[config.mk]
export PLATFORM = sky130hd
export DESIGN_NAME = watch_mode_ctrl
export DESIGN_NICKNAME = d
export VERILOG_FILES = /design/src/rtl/watch_mode_ctrl.sv
export SDC_FILE = /design/constraint.sdc
export NUM_CORES = 1
export LEC_CHECK = 0
export ABC_AREA = 1
export CORE_MARGIN = 2
export CORE_UTILIZATION = 63
export DETAILED_ROUTE_END_ITERATION = 16
export PLACE_DENSITY = 0.89
export SYNTH_ARGS = -nofsm -noshare
export SYNTH_HDL_FRONTEND = slang
export SYNTH_SLANG_ARGS = --single-unit
[constraint.sdc]
create_clock -name sysclk -period 1.9 [get_ports sysclk]
set_input_delay 0.19 -clock sysclk [delete_from_list [all_inputs] [get_ports sysclk]]
set_output_delay 0.19 -clock sysclk [all_outputs]
set_load 0.01 [all_outputs]
[src/rtl/watch_mode_ctrl.sv]
// rtl/watch_mode_ctrl.sv - button conditioning, display mode select and stopwatch sequencer
module watch_mode_ctrl #(
    parameter int DEBOUNCE_CYCLES = 1_000_000,
    parameter int LONG_CYCLES     = 100_000_000,
    parameter int TIMEOUT_CYCLES  = 1_000_000_000
) (
    input  logic       sysclk,
    input  logic       i_rst,
    input  logic       i_btn_mode,
    input  logic       i_btn_run,
    output logic       o_mode,
    output logic       o_sw_run,
    output logic       o_sw_clear,
    output logic [1:0] o_sw_state
);
    localparam int DB_W   = $clog2(DEBOUNCE_CYCLES + 1);
    localparam int HOLD_W = $clog2(LONG_CYCLES + 1);
    localparam int TO_W   = $clog2(TIMEOUT_CYCLES + 1);

    localparam logic [DB_W-1:0]   DB_LAST   = DB_W'(DEBOUNCE_CYCLES - 1);
    localparam logic [HOLD_W-1:0] HOLD_LAST = HOLD_W'(LONG_CYCLES - 1);
    localparam logic [HOLD_W-1:0] HOLD_MAX  = HOLD_W'(LONG_CYCLES);
    localparam logic [TO_W-1:0]   TO_MAX    = TO_W'(TIMEOUT_CYCLES);

    localparam logic [1:0] S_IDLE  = 2'b00;
    localparam logic [1:0] S_RUN   = 2'b01;
    localparam logic [1:0] S_PAUSE = 2'b10;

    localparam int B_MODE = 0;
    localparam int B_RUN  = 1;

    logic [1:0]        w_btn_raw;
    logic [1:0]        r_sync1;
    logic [1:0]        r_sync2;
    logic [1:0]        r_db;
    logic [1:0]        r_db_d;
    logic [DB_W-1:0]   r_db_cnt [2];

    logic [1:0]        w_press;
    logic              w_run_release;
    logic              w_long;
    logic              w_short;

    logic              r_mode;
    logic [HOLD_W-1:0] r_hold;
    logic [TO_W-1:0]   r_to;
    logic [1:0]        r_state;
    logic [1:0]        w_state_next;
    logic              r_sw_run;
    logic              r_sw_clear;

    assign w_btn_raw = {i_btn_run, i_btn_mode};

    // Debounce counter only advances while the synchronized level disagrees with the accepted one.
    always_ff @(posedge sysclk) begin
        if (i_rst) begin
            r_sync1 <= '0;
            r_sync2 <= '0;
            r_db    <= '0;
            r_db_d  <= '0;
            for (int i = 0; i < 2; i++) begin
                r_db_cnt[i] <= '0;
            end
        end else begin
            r_sync1 <= w_btn_raw;
            r_sync2 <= r_sync1;
            r_db_d  <= r_db;
            for (int i = 0; i < 2; i++) begin
                if (r_sync2[i] == r_db[i]) begin
                    r_db_cnt[i] <= '0;
                end else if (r_db_cnt[i] == DB_LAST) begin
                    r_db[i]     <= r_sync2[i];
                    r_db_cnt[i] <= '0;
                end else begin
                    r_db_cnt[i] <= r_db_cnt[i] + 1'b1;
                end
            end
        end
    end

    assign w_press       = r_db & ~r_db_d;
    assign w_run_release = ~r_db[B_RUN] & r_db_d[B_RUN];

    // Run events use the pre-toggle mode, so a coincident mode press cannot gate them.
    assign w_long  = r_mode && r_db[B_RUN] && (r_hold == HOLD_LAST);
    assign w_short = r_mode && w_run_release && (r_hold < HOLD_MAX);

    always_ff @(posedge sysclk) begin
        if (i_rst) begin
            r_hold <= '0;
        end else if (!r_mode || !r_db[B_RUN]) begin
            r_hold <= '0;
        end else if (r_hold != HOLD_MAX) begin
            r_hold <= r_hold + 1'b1;
        end
    end

    always_comb begin
        w_state_next = r_state;
        if (w_long) begin
            w_state_next = S_IDLE;
        end else if (w_short) begin
            case (r_state)
                S_IDLE:  w_state_next = S_RUN;
                S_RUN:   w_state_next = S_PAUSE;
                S_PAUSE: w_state_next = S_RUN;
                default: w_state_next = S_IDLE;
            endcase
        end else if (r_state == 2'b11) begin
            w_state_next = S_IDLE;
        end
    end

    always_ff @(posedge sysclk) begin
        if (i_rst) begin
            r_state    <= S_IDLE;
            r_sw_run   <= 1'b0;
            r_sw_clear <= 1'b0;
        end else begin
            r_state    <= w_state_next;
            r_sw_run   <= (w_state_next == S_RUN);
            r_sw_clear <= w_long;
        end
    end

    // A mode press outranks the timeout; both leave o_mode at 0 when they coincide.
    always_ff @(posedge sysclk) begin
        if (i_rst) begin
            r_mode <= 1'b0;
            r_to   <= '0;
        end else if (w_press[B_MODE]) begin
            r_mode <= ~r_mode;
            r_to   <= '0;
        end else if (!r_mode || (r_state != S_IDLE) || (|w_press)) begin
            r_to <= '0;
        end else if (r_to == TO_MAX) begin
            r_mode <= 1'b0;
            r_to   <= '0;
        end else begin
            r_to <= r_to + 1'b1;
        end
    end

    assign o_mode     = r_mode;
    assign o_sw_run   = r_sw_run;
    assign o_sw_clear = r_sw_clear;
    assign o_sw_state = r_state;

endmodule

; After elaboration in Yosys (flattened, before gate mapping)
; Memory sizes are Yosys's and may differ from the RTL's.
; Index checks and enable logic that the tools add are counted.
[word_totals]
register_bits = 70
ramBits = 40
input_bits = 4
output_inout_bits = 5
elab_cells = 98
memories = 1
[classes]
addsub = 4
n_lt_le_gt_ge = 1
n_eq_ne = 12
mux = 37
n_bitwise = 13
n_reduce_logical = 19
[mem_list]
columns = memory, depth, width, rd, rd_clocked_by_memory_dff, write_ports, line_no
row1 = r_db_cnt, 2, 20, 2, 0, 2, 37  ; logic [DB_W-1:0] r_db_cnt [2];
[op_table]
columns = cell, count
row1 = $mux 20, 6
row2 = $add 20x1->20 const B, 2
row3 = $eq 20x20->1 const B, 2
row4 = $add 30x1->30 const B, 1
row5 = $eq 30x30->1 const B, 1
row6 = $add 27x1->27 const B, 1
row7 = $eq 27x27->1 const B, 1
row8 = $lt 27x27->1 const B, 1
row9 = $mux 1, 27
row10 = $ne 27x27->1 const B, 1
row11 = $mux 2, 3
row12 = $or 1x1->1, 6
row13 = $reduce_and 2->1, 3
row14 = $reduce_or 2->1, 3
row15 = $eq 2x1->1 const B, 2
row16 = $eq 2x2->1 const B, 2
row17 = $logic_and 1x1->1, 4
row18 = $not 1->1, 4
row19 = $pmux 2 s2, 1
row20 = $reduce_bool 2->1, 2
row21 = $reduce_or 4->1, 1
row22 = $logic_or 1x1->1, 3
row23 = $and 2x2->2, 1
row24 = $eq 1x1->1, 2
row25 = other kinds (5), 6

; Logic depth before layout (Yosys ltp)
[depth]
ltp_word = 7
depth_mapped = 12
ltp_nobuf = 12

; Worst setup path after synthesis
; No wires, ideal clock.
[synth_timing]
path_kind = flip-flop to flip-flop
startpoint = memory r_db_cnt[1][0] (netlist name)
endpoint = memory r_db_cnt[1][0] (netlist name), data pin
setup_ns = 0.256
arrival_time_ns = 1.318
required_ns = 1.644
path_slack_ns = 0.326
path_stages_with_launch = 8
period_less_slack_ns = 1.574
path_cell_list = edfxtp_1 -> ha_1 -> nand3_2 -> nor3_2 -> nand3_1 -> nand2_2 -> buf_6 -> nor2_1
[synth_rtl]
columns = item, line_no
row1 = "start, declared", 37

==> reports/results.txt <==
The run finished with clean final reports. The floorplan step set the die width to 103 um. The run gives 6560 um2 as the area after detailed placement. The number of antenna diodes in the final layout is 0. In this run the most critical hold path is launched from i_btn_mode. The layout has 841 filler cells.

Timing would allow up to 578 MHz. The highest ir drop seen on vdd came out at 0.000352 V. The synthesized design contains 110 register bits.

The region available for standard cell placement spans 9640 um2. The run gives 387 as the iteration-0 DRC count of the detailed router. The clock transition time at the flip-flop clock pins of the worst setup and hold paths was 0.11 ns; the detailed placement HPWL was 9590 um. The area of all sequential standard cells is 2600 um2, and the buffers plus inverters on the worst setup path is 0.

In the layout the commonest cells are sky130_fd_sc_hd__nand2_1 (199), sky130_fd_sc_hd__nor2_1 (153), sky130_fd_sc_hd__inv_1 (108), sky130_fd_sc_hd__dfxtp_1 (70), sky130_fd_sc_hd__a21oi_1 (52). The worst hold path passes through 3 cells. The routed layout has 5512 vias. Setup violations remaining at the end of the flow were counted as 0. At the worst endpoint, the required time is 2.03 ns. The clock reaches the later pin of the worst-skew pair after 0.38 ns. Dividing the detail-routed via count by the number of cells gives 5.22. Data on the critical path arrives at its endpoint at 1.86 ns.

The finished cells cover 6770 um2. End of the worst register-to-register path: r_db_cnt[1][15]. The setup slack of the most critical reg-to-reg path is 0.17 ns, and the TritonCTS sink count is 110.

In the final layout, the multi-input gates occupy 3230 um2. At the pin with the least slew margin, the transition time is 0.570 ns. The tools report the total clock buffers created by CTS as 9. CTS placed an instance of sky130_fd_sc_hd__clkbuf_8 at the clock tree root. Summed over all layers, the global routing overflow is 0. After technology mapping, the gate count stands at 861.

The run gives 61.7% as the remaining max-slew budget at the tightest pin. STA classifies the critical path endpoint as a register. Cells with a size suffix above 1 make up 7.58% of the layout. Among all flip-flop cells after synthesis, the most frequent one is sky130_fd_sc_hd__dfxtp_1. Share of synthesized cell area in full adder, half adder and majority cells: 1.22%. Count of hold-fix buffers inserted at cts: 0. After detailed routing, the average wire length per cell comes to 12.3 um. The number of slew-limit violations in the final report was 0; the compound-cell area share of the yosys netlist was 6.65%. The most common cell after layout, fill and taps aside was sky130_fd_sc_hd__nand2_1. The first detailed-routing pass took 5 iterations.

After routing, the total negative slack on setup checks comes to 0 ns. Entering global routing, the biggest net connects 24 pins. The tools report the wire length of the first global-routing pass as 22400 um.

The count of final hold-check violations was 0; the worst-case clock skew was 0.00870 ns. The remaining antenna violation count after routing was 0; the number of max-cap violations was 0. For this run, asynchronously set or reset flops after synthesis account for 0%. Power spread over the standard cell area amounts to 609 nW/um2.

At the end of routability-driven placement, the weighted congestion stood at 0.994. The path class of the tightest hold or removal check is primary input to register. For the count of pins on the block boundary, the log shows 9. By area, the combinational part of the netlist is dominated by simple AND/OR/NAND/NOR gates. The H-tree was split into 3 levels. Origin of the critical flop-to-flop path: r_db_cnt[1][0]. STA classifies the critical path startpoint as a register.

The Yosys step of the flow raised 0 warnings. For this design, the slowest cell found on the critical path is sky130_fd_sc_hd__edfxtp_1. Of the total synthesized cell area, the portion taken by AND, OR, NAND and NOR gates is 38.1%.

The run gives 2 as the maximum buffer depth of the clock tree. The sequential fraction of the synthesis area is 42.2%. Counting distinct cell types in the post-synthesis netlist gives 37. The portion of netlist area occupied by mux cells came out at 0%. Traced cell by cell, the critical path runs through ha_1, nand3_2, nor3_2, nand3_1, nand2_2, nor2_1.

For this run, the total global-route usage over all layers was measured as 26.3%. Summing the areas of all xor and xnor instances in the mapped netlist gives 3.97% of the synthesized area. The worst register-to-register path has a depth of 6.

TritonCTS built the clock tree. The tools report the number of global-route vias before repair as 5089. Dividing the synthesized area by the synthesized cell count gives 7.17 um2. The run gives 2.31 nW as the reported leakage power.

Setup repair after global routing left no endpoint under its margin. The floorplan row count was 36; the initial antenna violation count was 0. The maximum net fanout on the critical path is 18, and the peak per-stage delay on the critical path is 0.41 ns. The minimum clock period after layout was 1.73 ns. The die is 103 um tall. The count of instances resized after the clock tree is built is 0.

The tools report the endpoint of the worst hold-timing path as r_sync1[0]. The critical path start-end classification is register to register. After the last flow step, the layout net total stands at 928. The area growth from synthesis to final layout came out at 9.73%. The initial core utilization came out at 64.0%.

The kind of cell with the highest combined delay along the critical path is simple AND/OR/NAND/NOR gates. The die outline area is 10600 um2, and the post-CTS setup buffer count is 0. The final routed wirelength across all metal layers is 13000 um, and the count of flip-flops with a built-in enable after synthesis is 40. The area of the mapped netlist was 6170 um2. Measured on the finished design, the core utilization comes to 70.2%. The ratio of final minimum period to clock period works out to 91.0%.

In the routed design, unresolved DRC markers number 0. The number of buffer cells added on primary ports was 8.
## worst max path at each step
stage | start | end | cells past startpoint
final | r_db_cnt[1][0] | r_db_cnt[1][15] | 6
after global routing | r_db_cnt[1][0] | r_db_cnt[1][18] | 7
after CTS | r_db_cnt[1][0] | r_db_cnt[1][15] | 6
after detailed placement | r_db_cnt[1][0] | r_db_cnt[1][15] | 6
after global placement | i_rst | r_db_cnt[0][13] | 6
after floorplan | r_db_cnt[1][0] | r_db_cnt[1][0] | 7
## area by class of cell
type / count / area share (%)
multi-input cells: 667 / 47.7
flip-flops and latches: 110 / 38.4
inverters: 115 / 6.38
well taps: 133 / 2.46
clock buffers: 11 / 2.09
repair buffers: 15 / 1.96
clock inverters: 5 / 0.979
## metal layers
layer	vias up	global-route usage [%]	wire, um
met2	142	44.4	6330
met4	0	9.41	289
li1	2831	-	-
met5	-	0	0
met1	2507	34.8	5710
met3	32	3.53	642
## synthesized netlist by cell type (5+ instances only)
cell type	number	area share [%]
sky130_fd_sc_hd__o21ai_0	22	1.8
sky130_fd_sc_hd__nor2_1	153	9.3
sky130_fd_sc_hd__nor2_4	7	1.3
sky130_fd_sc_hd__nor3_1	38	3.1
sky130_fd_sc_hd__nand3_2	8	1.3
sky130_fd_sc_hd__xnor2_1	12	1.7
sky130_fd_sc_hd__nand2_2	9	0.91
sky130_fd_sc_hd__nand2_1	199	12
sky130_fd_sc_hd__nand3_1	39	3.2
sky130_fd_sc_hd__ha_1	6	1.2
sky130_fd_sc_hd__nand3b_1	8	0.97
sky130_fd_sc_hd__dfxtp_1	70	23
sky130_fd_sc_hd__inv_1	108	6.6
sky130_fd_sc_hd__xor2_1	16	2.3
sky130_fd_sc_hd__nand4_1	24	2.4
sky130_fd_sc_hd__edfxtp_1	40	19
sky130_fd_sc_hd__a21oi_1	52	4.2
sky130_fd_sc_hd__nor2_2	10	1.0
sky130_fd_sc_hd__inv_2	6	0.37
sky130_fd_sc_hd__nor3_2	5	0.81
## cell families (layout without fill, tap and decap cells)
| family | after synthesis | in the layout |
|---|---|---|
| AO/OA/AOI/OAI | 80 | 80 |
| XOR/XNOR | 28 | 28 |
| adder cells (fa/ha/maj) | 6 | 6 |
| buffers and inverters | 123 | 146 |
| flip-flops | 110 | 110 |
| other | 1 | 40 |
| AND/OR/NAND/NOR | 513 | 513 |
## worst reg2reg max path: stages (launching register included)
cell and delay [ns]:
sky130_fd_sc_hd__edfxtp_1 0.41, sky130_fd_sc_hd__ha_1 0.22, sky130_fd_sc_hd__nand3_2 0.15, sky130_fd_sc_hd__nor3_2 0.13, sky130_fd_sc_hd__nand3_1 0.16, sky130_fd_sc_hd__nand2_2 0.32, sky130_fd_sc_hd__nor2_1 0.10
## state kept, by name, indices dropped and copies added, names as in the netlist
register / cells
o_sw_state: 2
r_hold: 27
o_mode: 1
r_db_d: 2
r_db: 2
r_to: 30
r_db_cnt: 40
o_sw_clear: 1
o_sw_run: 1
r_sync1: 2
r_sync2: 2
## report_power, final
group	internal, mW	switching (mW)
registers	2.48	0.0373
clock network	0.664	0.833
logic	0.0368	0.0752
total	3.18	0.946
## through the flow
step,setup WS (ns),cells,hold slack [ns],power [mW]
detailed placement,0.166,1040,0.407,2.68
global placement,0.197,1040,0.396,2.67
floorplan,0.326,900,0.297,2.64
global route,0.0311,1056,0.361,4.25
CTS,0.135,1056,0.345,4.14
finish,0.171,1056,0.348,4.12
Note: power is estimated with default switching activity, not from simulation.
